File: src/rtl/ysyx_25040129_mdu_pkg.sv
// ysyx_25040129 MDU shared defines: funct3 opcodes, FSM states, sign decode.
// Optional build macro: YSYX_25040129_MDU_FAST_MUL_EN (single-cycle multiply).
package ysyx_25040129_mdu_pkg;

  localparam int XLEN = 32;

  typedef enum logic [2:0] {
    OP_MUL    = 3'd0,
    OP_MULH   = 3'd1,
    OP_MULHSU = 3'd2,
    OP_MULHU  = 3'd3,
    OP_DIV    = 3'd4,
    OP_DIVU   = 3'd5,
    OP_REM    = 3'd6,
    OP_REMU   = 3'd7
  } mdu_op_e;

  typedef enum logic [1:0] {
    S_IDLE = 2'd0,
    S_CALC = 2'd1,
    S_FIX  = 2'd2,
    S_DONE = 2'd3
  } mdu_state_e;

  function automatic logic src1_signed(mdu_op_e op);
    return op == OP_MULH || op == OP_MULHSU ||
           op == OP_DIV  || op == OP_REM;
  endfunction

  function automatic logic src2_signed(mdu_op_e op);
    return op == OP_MULH || op == OP_DIV || op == OP_REM;
  endfunction

endpackage

File: src/rtl/ysyx_25040129_mdu_datapath.sv
// MDU datapath: operand/accumulator registers, one shift-add or
// restoring shift-subtract step per enable, final sign-fix mux.
module ysyx_25040129_mdu_datapath
  import ysyx_25040129_mdu_pkg::*;
(
  input  logic            clk,
  input  logic            rst_n,
  input  logic            load_i,
  input  logic            step_i,
  input  logic            fix_i,
  input  logic            set_i,
  input  logic            is_div_i,
  input  logic [XLEN-1:0] a_i,
  input  logic [XLEN-1:0] b_i,
  input  logic [XLEN-1:0] set_val_i,
  input  logic            neg_q_i,
  input  logic            neg_r_i,
  input  mdu_op_e         op_i,
  output logic [XLEN-1:0] res_o
);

  logic [63:0] acc_q, acc_d;
  logic [63:0] opa_q, opa_d;
  logic [31:0] opb_q, opb_d;
  logic [31:0] res_q, res_d;

  logic [32:0] sh;
  logic [33:0] diff;
  logic [63:0] prod;
  logic [31:0] quo, rem, fix_val;

  // acc holds the product, or {remainder, dividend->quotient} when dividing
  always_comb begin
    acc_d = acc_q;
    opa_d = opa_q;
    opb_d = opb_q;
    sh    = {acc_q[63:32], acc_q[31]};
    diff  = {1'b0, sh} - {2'b0, opa_q[31:0]};
    if (load_i) begin
      if (is_div_i) begin
        acc_d = {32'b0, a_i};
        opa_d = {32'b0, b_i};
        opb_d = '0;
      end else begin
        acc_d = '0;
        opa_d = {32'b0, a_i};
        opb_d = b_i;
      end
    end else if (step_i) begin
      if (is_div_i) begin
        if (!diff[33]) acc_d = {diff[31:0], acc_q[30:0], 1'b1};
        else           acc_d = {sh[31:0], acc_q[30:0], 1'b0};
      end else begin
        acc_d = acc_q + (opb_q[0] ? opa_q : 64'b0);
        opa_d = {opa_q[62:0], 1'b0};
        opb_d = {1'b0, opb_q[31:1]};
      end
    end
  end

  always_comb begin
    prod = neg_q_i ? -acc_q : acc_q;
    quo  = neg_q_i ? -acc_q[31:0] : acc_q[31:0];
    rem  = neg_r_i ? -acc_q[63:32] : acc_q[63:32];
    unique case (op_i)
      OP_MUL:                        fix_val = prod[31:0];
      OP_MULH, OP_MULHSU, OP_MULHU: fix_val = prod[63:32];
      OP_DIV, OP_DIVU:               fix_val = quo;
      OP_REM, OP_REMU:               fix_val = rem;
      default:                       fix_val = '0;
    endcase
    res_d = res_q;
    if (set_i)      res_d = set_val_i;
    else if (fix_i) res_d = fix_val;
  end

  always_ff @(posedge clk) begin
    if (!rst_n) begin
      acc_q <= '0;
      opa_q <= '0;
      opb_q <= '0;
      res_q <= '0;
    end else begin
      acc_q <= acc_d;
      opa_q <= opa_d;
      opb_q <= opb_d;
      res_q <= res_d;
    end
  end

  assign res_o = res_q;

endmodule

File: src/rtl/ysyx_25040129_mdu.sv
// Iterative RV32M multiply/divide unit: FSM, handshakes, special cases.
// YSYX_25040129_MDU_FAST_MUL_EN selects a single-cycle multiply path.
module ysyx_25040129_mdu
  import ysyx_25040129_mdu_pkg::*;
(
  input  logic            clk,
  input  logic            rst_n,
  input  logic            req_valid_in,
  output logic            req_ready_out,
  input  logic [2:0]      op_in,
  input  logic [XLEN-1:0] src1_in,
  input  logic [XLEN-1:0] src2_in,
  input  logic [4:0]      rd_in,
  input  logic            flush_in,
  output logic            resp_valid_out,
  input  logic            resp_ready_in,
  output logic [XLEN-1:0] result_out,
  output logic [4:0]      rd_out,
  output logic            busy_out
);

  mdu_state_e state_q, state_d;
  mdu_op_e    op_q, op_d;
  logic [4:0] cnt_q, cnt_d;
  logic [4:0] rd_q, rd_d;
  logic       negq_q, negq_d;
  logic       negr_q, negr_d;

  mdu_op_e     op;
  logic        a_neg, b_neg;
  logic [31:0] a_abs, b_abs;
  logic        div_zero, div_ovf, is_rem;
  logic [31:0] special_val, set_val;
  logic        load, step, fix, set;

  assign op       = mdu_op_e'(op_in);
  assign a_neg    = src1_signed(op) & src1_in[31];
  assign b_neg    = src2_signed(op) & src2_in[31];
  assign a_abs    = a_neg ? -src1_in : src1_in;
  assign b_abs    = b_neg ? -src2_in : src2_in;
  assign is_rem   = op_in[1];
  assign div_zero = op_in[2] && src2_in == 32'h0;
  assign div_ovf  = (op == OP_DIV || op == OP_REM) &&
                    src1_in == 32'h8000_0000 &&
                    src2_in == 32'hFFFF_FFFF;

  always_comb begin
    special_val = '0;
    if (div_zero)     special_val = is_rem ? src1_in : 32'hFFFF_FFFF;
    else if (div_ovf) special_val = is_rem ? 32'h0 : 32'h8000_0000;
  end

`ifdef YSYX_25040129_MDU_FAST_MUL_EN
  logic signed [63:0] fprod;
  logic [31:0]        fast_val;
  // 33-bit operands carry the per-op sign so one signed multiply covers all
  assign fprod    = $signed({src1_signed(op) & src1_in[31], src1_in}) *
                    $signed({src2_signed(op) & src2_in[31], src2_in});
  assign fast_val = (op == OP_MUL) ? fprod[31:0] : fprod[63:32];
`endif

  always_comb begin
    state_d = state_q;
    op_d    = op_q;
    cnt_d   = cnt_q;
    rd_d    = rd_q;
    negq_d  = negq_q;
    negr_d  = negr_q;
    load    = 1'b0;
    step    = 1'b0;
    fix     = 1'b0;
    set     = 1'b0;
    set_val = special_val;
    unique case (state_q)
      S_IDLE: begin
        if (req_valid_in && !flush_in) begin
          op_d   = op;
          rd_d   = rd_in;
          negq_d = a_neg ^ b_neg;
          negr_d = a_neg;
          cnt_d  = '0;
          if (div_zero || div_ovf) begin
            set     = 1'b1;
            state_d = S_DONE;
`ifdef YSYX_25040129_MDU_FAST_MUL_EN
          end else if (!op_in[2]) begin
            set     = 1'b1;
            set_val = fast_val;
            state_d = S_DONE;
`endif
          end else begin
            load    = 1'b1;
            state_d = S_CALC;
          end
        end
      end
      S_CALC: begin
        step  = !flush_in;
        cnt_d = cnt_q + 5'd1;
        if (cnt_q == 5'd31) state_d = S_FIX;
      end
      S_FIX: begin
        fix     = !flush_in;
        state_d = S_DONE;
      end
      S_DONE: begin
        if (resp_ready_in) state_d = S_IDLE;
      end
      default: state_d = S_IDLE;
    endcase
    if (flush_in) state_d = S_IDLE;
  end

  always_ff @(posedge clk) begin
    if (!rst_n) begin
      state_q <= S_IDLE;
      op_q    <= OP_MUL;
      cnt_q   <= '0;
      rd_q    <= '0;
      negq_q  <= 1'b0;
      negr_q  <= 1'b0;
    end else begin
      state_q <= state_d;
      op_q    <= op_d;
      cnt_q   <= cnt_d;
      rd_q    <= rd_d;
      negq_q  <= negq_d;
      negr_q  <= negr_d;
    end
  end

  ysyx_25040129_mdu_datapath u_dp (
    .clk       (clk),
    .rst_n     (rst_n),
    .load_i    (load),
    .step_i    (step),
    .fix_i     (fix),
    .set_i     (set),
    .is_div_i  (op_d[2]),
    .a_i       (a_abs),
    .b_i       (b_abs),
    .set_val_i (set_val),
    .neg_q_i   (negq_q),
    .neg_r_i   (negr_q),
    .op_i      (op_q),
    .res_o     (result_out)
  );

  assign req_ready_out  = state_q == S_IDLE;
  assign busy_out       = state_q != S_IDLE;
  assign resp_valid_out = state_q == S_DONE;
  assign rd_out         = rd_q;

endmodule

File: config.mk
export PLATFORM = sky130hd
export DESIGN_NAME = ysyx_25040129_mdu
export DESIGN_NICKNAME = d
export VERILOG_FILES = /design/src/rtl/ysyx_25040129_mdu_pkg.sv /design/src/rtl/ysyx_25040129_mdu_datapath.sv /design/src/rtl/ysyx_25040129_mdu.sv
export SDC_FILE = /design/constraint.sdc
export NUM_CORES = 1
export LEC_CHECK = 0
export CAP_MARGIN = 30
export CORE_ASPECT_RATIO = 1.4
export CORE_UTILIZATION = 45
export DETAILED_ROUTE_END_ITERATION = 8
export GPL_TIMING_DRIVEN = 0
export PLACE_DENSITY = 0.68
export SYNTH_ARGS = -nofsm -noshare
export SYNTH_HDL_FRONTEND = slang
export SYNTH_SLANG_ARGS = --single-unit
export TNS_END_PERCENT = 5
File: constraint.sdc
create_clock -name clk -period 8.15 [get_ports clk]
set_input_delay 1.63 -clock clk [delete_from_list [all_inputs] [get_ports clk]]
set_output_delay 1.63 -clock clk [all_outputs]
set_load 0.02 [all_outputs]
After elaboration in Yosys (flattened, before gate mapping). Index checks and enable logic that the tools add are counted.

Bits in registers: 209. Bits in latches: 0. Bits in writable memories: 0. Bits in read-only memories: 0. Output and inout port bits: 40. Word-level logic and storage cells: 114. Memories kept: 0.

$add $sub $neg: 8. Multiply operators: 0. Divide/modulo/power cells: 0. $lt $le $gt $ge: 0. Eq/ne operators: 21. Shift operators: 0. Muxes and demuxes: 43. Bitwise operators: 4. Reduce and logical (&&, ||, !) cells: 27.

Operators by type and width (number): two-way mux 64 bit (9); two-way mux 32 bit (16); negation 32 bit (4); one-hot mux 32 bit (4 select lines) (1); adder 64 bit (1); == test 32 bit, second input constant (2); negation 64 bit (1); subtractor 33 x 32 -> 34 bit (1); zero test 32 bit (1); == test 3 bit, second input constant (6); one-hot mux 5 bit (2 select lines) (1); == test 3 x 2 -> 1 bit, second input constant (3); two-way mux 1 bit (8); two-way mux 2 bit (4); one-hot mux 2 bit (4 select lines) (1); nonzero test 2 bit (4); logical OR 1 bit (7); == test 3 x 1 -> 1 bit, second input constant (2); two-way mux 3 bit (2); inequality test 2 x 1 -> 1 bit, second input constant (3); AND reduction 2 bit (3); OR reduction 2 bit (3); adder 5 x 1 -> 5 bit, second input constant (1); == test 5 bit, second input constant (1); other kinds (13) (18).

Depth between registers and ports, before layout.
Word-level depth: 10. Mapped depth: 15.

Cells and area by module. Synthesis repeated with hierarchy kept, for this count alone.

Cells, all modules: 2801. Area total of the unflattened synthesis: 19641.3 um^2.

Modules (own cells, without submodules): ysyx_25040129_mdu_datapath (times used 1, cells an instance 2411, area each 17045.1 um^2, sequential area each 3843.7 um^2); ysyx_25040129_mdu (times used 1, cells an instance 390, area each 2596.2 um^2, sequential area each 340.3 um^2).

Least setup slack after synthesis. OpenSTA, ideal clock, no wires.

Path type: input -> register. From: in src2_in[2]. To: reg u_dp.acc_q[63]. Data arrival time: 4375 ps. Data required time: 8064 ps. Path slack: 3688 ps. Stages on the path: 10. Buffers on the path: 1. Cell sequence: or4_1 -> or4b_1 -> buf_2 -> nor4_4 -> o21bai_4 -> o21ai_4 -> nor2_8 -> nand2_1 -> or4_1 -> a221oi_2.

Longest elaborated chain between the ends: 7. Elaborated cells on any way between the ends: 10.

Ends and longest elaborated chain: from (decl) (line ysyx_25040129_mdu.sv:12) `input logic [XLEN-1:0] src2_in,`; == test 32 bit or zero test 32 bit (tied branches) (line ysyx_25040129_mdu.sv:45, ysyx_25040129_mdu.sv:42); logical AND 1 bit (on tied branches) (line ysyx_25040129_mdu.sv:44, ysyx_25040129_mdu.sv:42); logical OR 1 bit * (line ysyx_25040129_mdu.sv:82) `if (div_zero || div_ovf) begin`; two-way mux 1 bit * (line ysyx_25040129_mdu.sv:82); two-way mux 1 bit * (line ysyx_25040129_mdu.sv:76) `if (req_valid_in && !flush_in) begin`; two-way mux 1 bit * (line ysyx_25040129_mdu.sv:74) `unique case (state_q)`; two-way mux 64 bit or nonzero test 2 bit (tied branches); to (signal assigned) (line ysyx_25040129_mdu_datapath.sv:79) `acc_q <= '0;`; to (signal assigned) (line ysyx_25040129_mdu_datapath.sv:84) `acc_q <= acc_d;`; to (decl) (line ysyx_25040129_mdu_datapath.sv:22) `logic [63:0] acc_q, acc_d;`.

Mark *: on every way between the ends. The rest lies on a longest branch, timed or not. A chain may end at the register's enable or synchronous reset.

Final worst setup path.
From: in src1_in[0]. To: reg u_dp.acc_q[48].

Longest elaborated chain between the ends: 8. Elaborated cells on any way between the ends: 9.

Ends and longest elaborated chain: from (decl) (line ysyx_25040129_mdu.sv:11) `input logic [XLEN-1:0] src1_in,`; == test 32 bit * (line ysyx_25040129_mdu.sv:44) `src1_in == 32'h8000_0000 &&`; logical AND 1 bit * (line ysyx_25040129_mdu.sv:43) `assign div_ovf = (op == OP_DIV || op == OP_REM) &&`; logical AND 1 bit * (line ysyx_25040129_mdu.sv:44); logical OR 1 bit * (line ysyx_25040129_mdu.sv:82); two-way mux 1 bit * (line ysyx_25040129_mdu.sv:82); two-way mux 1 bit * (line ysyx_25040129_mdu.sv:76); two-way mux 1 bit * (line ysyx_25040129_mdu.sv:74); two-way mux 64 bit or nonzero test 2 bit (tied branches).

Marks and branches as above.

==> flow_summary.yaml <==
clock_network:
  numCtsBuffers: 25
  cts.sinks: 209
  clockBufferDepth: 3
  htreeDepth: 1
  clk_latency_ps: 580
  cts_tree: "built"
  hold_buffers: 0
  clockRootBuffer: "clkbuf_16"
  cts.repair.resized: 0
  post_cts_buffers: 0
  clk_pin_slew_ps: 60
floorplan:
  start_util_pct: 46.0
  die_area_um2: 44200
  die_h_um: 248
  core_area_um2: 42400
  ioPinCount: 117
  die_w_um: 178
  num_rows: 89
worst_setup_path:
  r2r_cells: 14
  max_stage_delay_ps: 650
  crit_fanout: 10
  required_ps: 8650
  cp_data_arrival_time_ps: 6290
  slowest_stage: "nor2_1"
  timing.rr.end: "u_dp.acc_q[60]$_SDFFE_PN0P_"
  crit_path_end_kind: "flip-flop"
  r2r_slack_ps: 2490
  crit_type: "primary input to flip-flop"
  cp_cell_sequence: "clkdlybuf4s50_1, inv_1, ha_1, nand2b_1, nor4b_2, nand4_1, o21bai_4, nor2_1, nor2_1, nand2_1, clkbuf_1, o21ai_0"
  r2r_start: "u_dp.opb_q[0]$_SDFFE_PN0P_"
  critPathLaunchType: "primary input"
  cpMostUsedCell: "nor2_1"
finish:
  multi_input_area_um2: 14300
  fin_nets: 3146
  regArea_um2: 4180
  fillers: 4349
  layout_common_cells: "nand2_1 (399), a21oi_1 (313), nor2_1 (231)"
  syn2layout_area_growth_pct: 13.8
  final_common_cell: "nand2_1"
  design_area_um2: 22200
  layout-drive-gt1-share_pct: 2.89
sta:
  finalClockSkew_ps: 17.9
  setup_viol: 0
  fmax_ghz: 0.173
  layout_min_cycle_time_ps: 5790
  relSlewSlack_pct: 28.7
  fin_setup_tns_ps: 0
  final_hold_viol_count: 0
  worstMarginPinSlew_ps: 1060
  rsz0062_at_grt: "false"
  drv_slew: 0
  period_share_pct: 71.1
yosys:
  synth_cell_types: 78
  syn_area_um2: 19500
  post_synth.cell_area_avg_um2: 6.93
  synthesis.nets: 2998
  synth_edf_count: 0
  synthFlopType: "dfxtp_1"
  synth-async-reset-ratio_pct: 0
  netlist_instances: 2813
  ys_seq_area_share_pct: 21.5
  ys_warn_count: 0
  ys_seq_elements: 209
grt:
  antenna_found_initial: 7
  grt_pass1_vias: 22600
  grt_remaining_overflow: 0
  grt_max_degree: 13
  grt_util_all_layers_pct: 44.9
  grt_pass1_wl_mm: 145
route:
  via_per_inst: 6.63
  drt-total-wl_mm: 101
  drcViolationCount: 0
  drtIter0Drc: 2538
  wl_per_cell_um: 28.6
  ant_nets: 0
  vias: 23400
  drt_pass1_iterations: 7
place:
  numPortBuffers: 113
  dpl.hpwl_mm: 80.3
  gp_congestion: 1.09
  postPlaceCellArea_um2: 21400
pwr:
  power.switching_mw: 1.15
  power_frac_seq_pct: 36.7
  irDropWorstVdd_mv: 0.159
  combinationalPowerShare_pct: 26.6
  p_int_mw: 1.92
  power_density_nw_per_um2: 139
  total_power_mw: 3.07
  clkPwrFrac_pct: 36.6
  switching_share_pct: 37.4
  leakage_nw: 8.51
hold_path:
  hold_class: "flip-flop to flip-flop"
  min-delay-start: "u_dp.opa_q[48]$_SDFFE_PN0P_"
  min_to: "u_dp.opa_q[49]$_SDFFE_PN0P_"
  hold_path_depth: 2
outcome:
  status: "finished, final reports clean"
job:
  cap_violations: 0
[flip-flops by register name, indices dropped and copies added, names as in the netlist]
signal / flops
cnt_q: 5
negq_q: 1
negr_q: 1
op_q: 3
rd_out: 5
state_q: 2
u_dp.acc_q: 64
u_dp.opa_q: 64
u_dp.opb_q: 32
u_dp.res_o: 32
[how the worst max path moves through the flow]
stage,cells after the start,to,from,slack (ps)
2_1_floorplan,10,u_dp.acc_q[63]$_SDFFE_PN0P_,src2_in[2],3690
3_3_place_gp,13,u_dp.acc_q[63]$_SDFFE_PN0P_,src1_in[0],1980
3_5_place_dp,12,u_dp.acc_q[48]$_SDFFE_PN0P_,src1_in[0],1940
4_1_cts,12,u_dp.acc_q[48]$_SDFFE_PN0P_,src1_in[0],2530
5_1_grt,12,u_dp.acc_q[48]$_SDFFE_PN0P_,src1_in[0],2220
6_report,12,u_dp.acc_q[48]$_SDFFE_PN0P_,src1_in[0],2360
[through the flow]
step | setup WS [ps] | hold slack [ps] | util (%) | cells
6_report | 2360 | 455 | 52.3 | 3529
5_1_grt | 2220 | 487 | 52.3 | 3528
4_1_cts | 2530 | 462 | 52.2 | 3524
3_5_place_dp | 1940 | 453 | 50.4 | 3478
3_3_place_gp | 1980 | 443 | 50.2 | 3472
2_1_floorplan | 3690 | 440 | - | 2813
[worst max-delay path, delay by kind of cell]
kind                       cells  cell delay [ps]
buffers and inverters          3             1320
adders and majority gates      1              240
AOI/OAI and AO/OA              2              710
and+or+nand+nor                6             2370
[power by group through the flow]
stage	combinational (mW)	clock, mW	sequential, mW
after floorplan	0.472	0	1.10
after global placement	0.771	0	1.14
after detailed placement	0.777	0	1.14
after CTS	0.782	1.13	1.12
after global routing	0.858	1.16	1.13
final	0.819	1.13	1.13
[area by class of cell]
class	count	share of cell area, %
diodes	3	0.0338
clock inverters	11	0.322
well taps	546	3.08
multi-input cells	2330	64.3
repair buffers	121	5.49
inverters	85	1.44
flip-flops and latches	209	18.9
clock buffers	35	3.17
plain buffers	189	3.25
[per-layer routing]
metal / wire [um] / global-route usage (%)
met1: 34100 / 46.2
met2: 46500 / 74.8
met3: 8900 / 9.72
met4: 11300 / 43.7
met5: 14 / 0
[cells by family (layout without fill, tap and decap cells)]
group | count (synthesis) | after routing | synth area share [%]
fa+ha+maj | 108 | 108 | 7.01
buf+inv | 274 | 441 | 5.34
xor+xnor | 205 | 205 | 9.21
simple gates | 1046 | 1046 | 25.3
compound gates | 944 | 944 | 30.3
mux | 27 | 27 | 1.39
flops | 209 | 209 | 21.5
other cells | 0 | 3 | 0
[synth_stat cells (10+ instances only)]
cell,count,area [um^2]
nand4_1,33,206
o22ai_1,29,181
nor4_1,24,150
a221oi_1,13,114
o21bai_1,16,120
a31oi_1,31,194
or3_1,26,163
nand2b_1,24,150
mux2i_1,27,270
o211ai_1,55,413
o21ai_0,220,1100
xnor2_1,107,937
nand2_1,399,1500
a21oi_1,313,1570
inv_1,83,312
clkbuf_1,170,638
a211oi_1,39,293
ha_1,106,1330
a21o_1,43,323
or4_1,19,143
xor2_1,98,858
dfxtp_1,209,4180
and3_1,22,138
nand3_1,57,285
o31ai_1,27,203
buf_2,10,50.1
o21a_1,12,90.1
and2_1,74,463
o41ai_1,15,131
a22oi_1,12,90.1
nor2_1,231,867
nor2b_1,19,119
nor3_1,72,360
a311oi_1,29,254
or2_2,14,87.6
No activity file was read; power rests on OpenSTA's default activity.
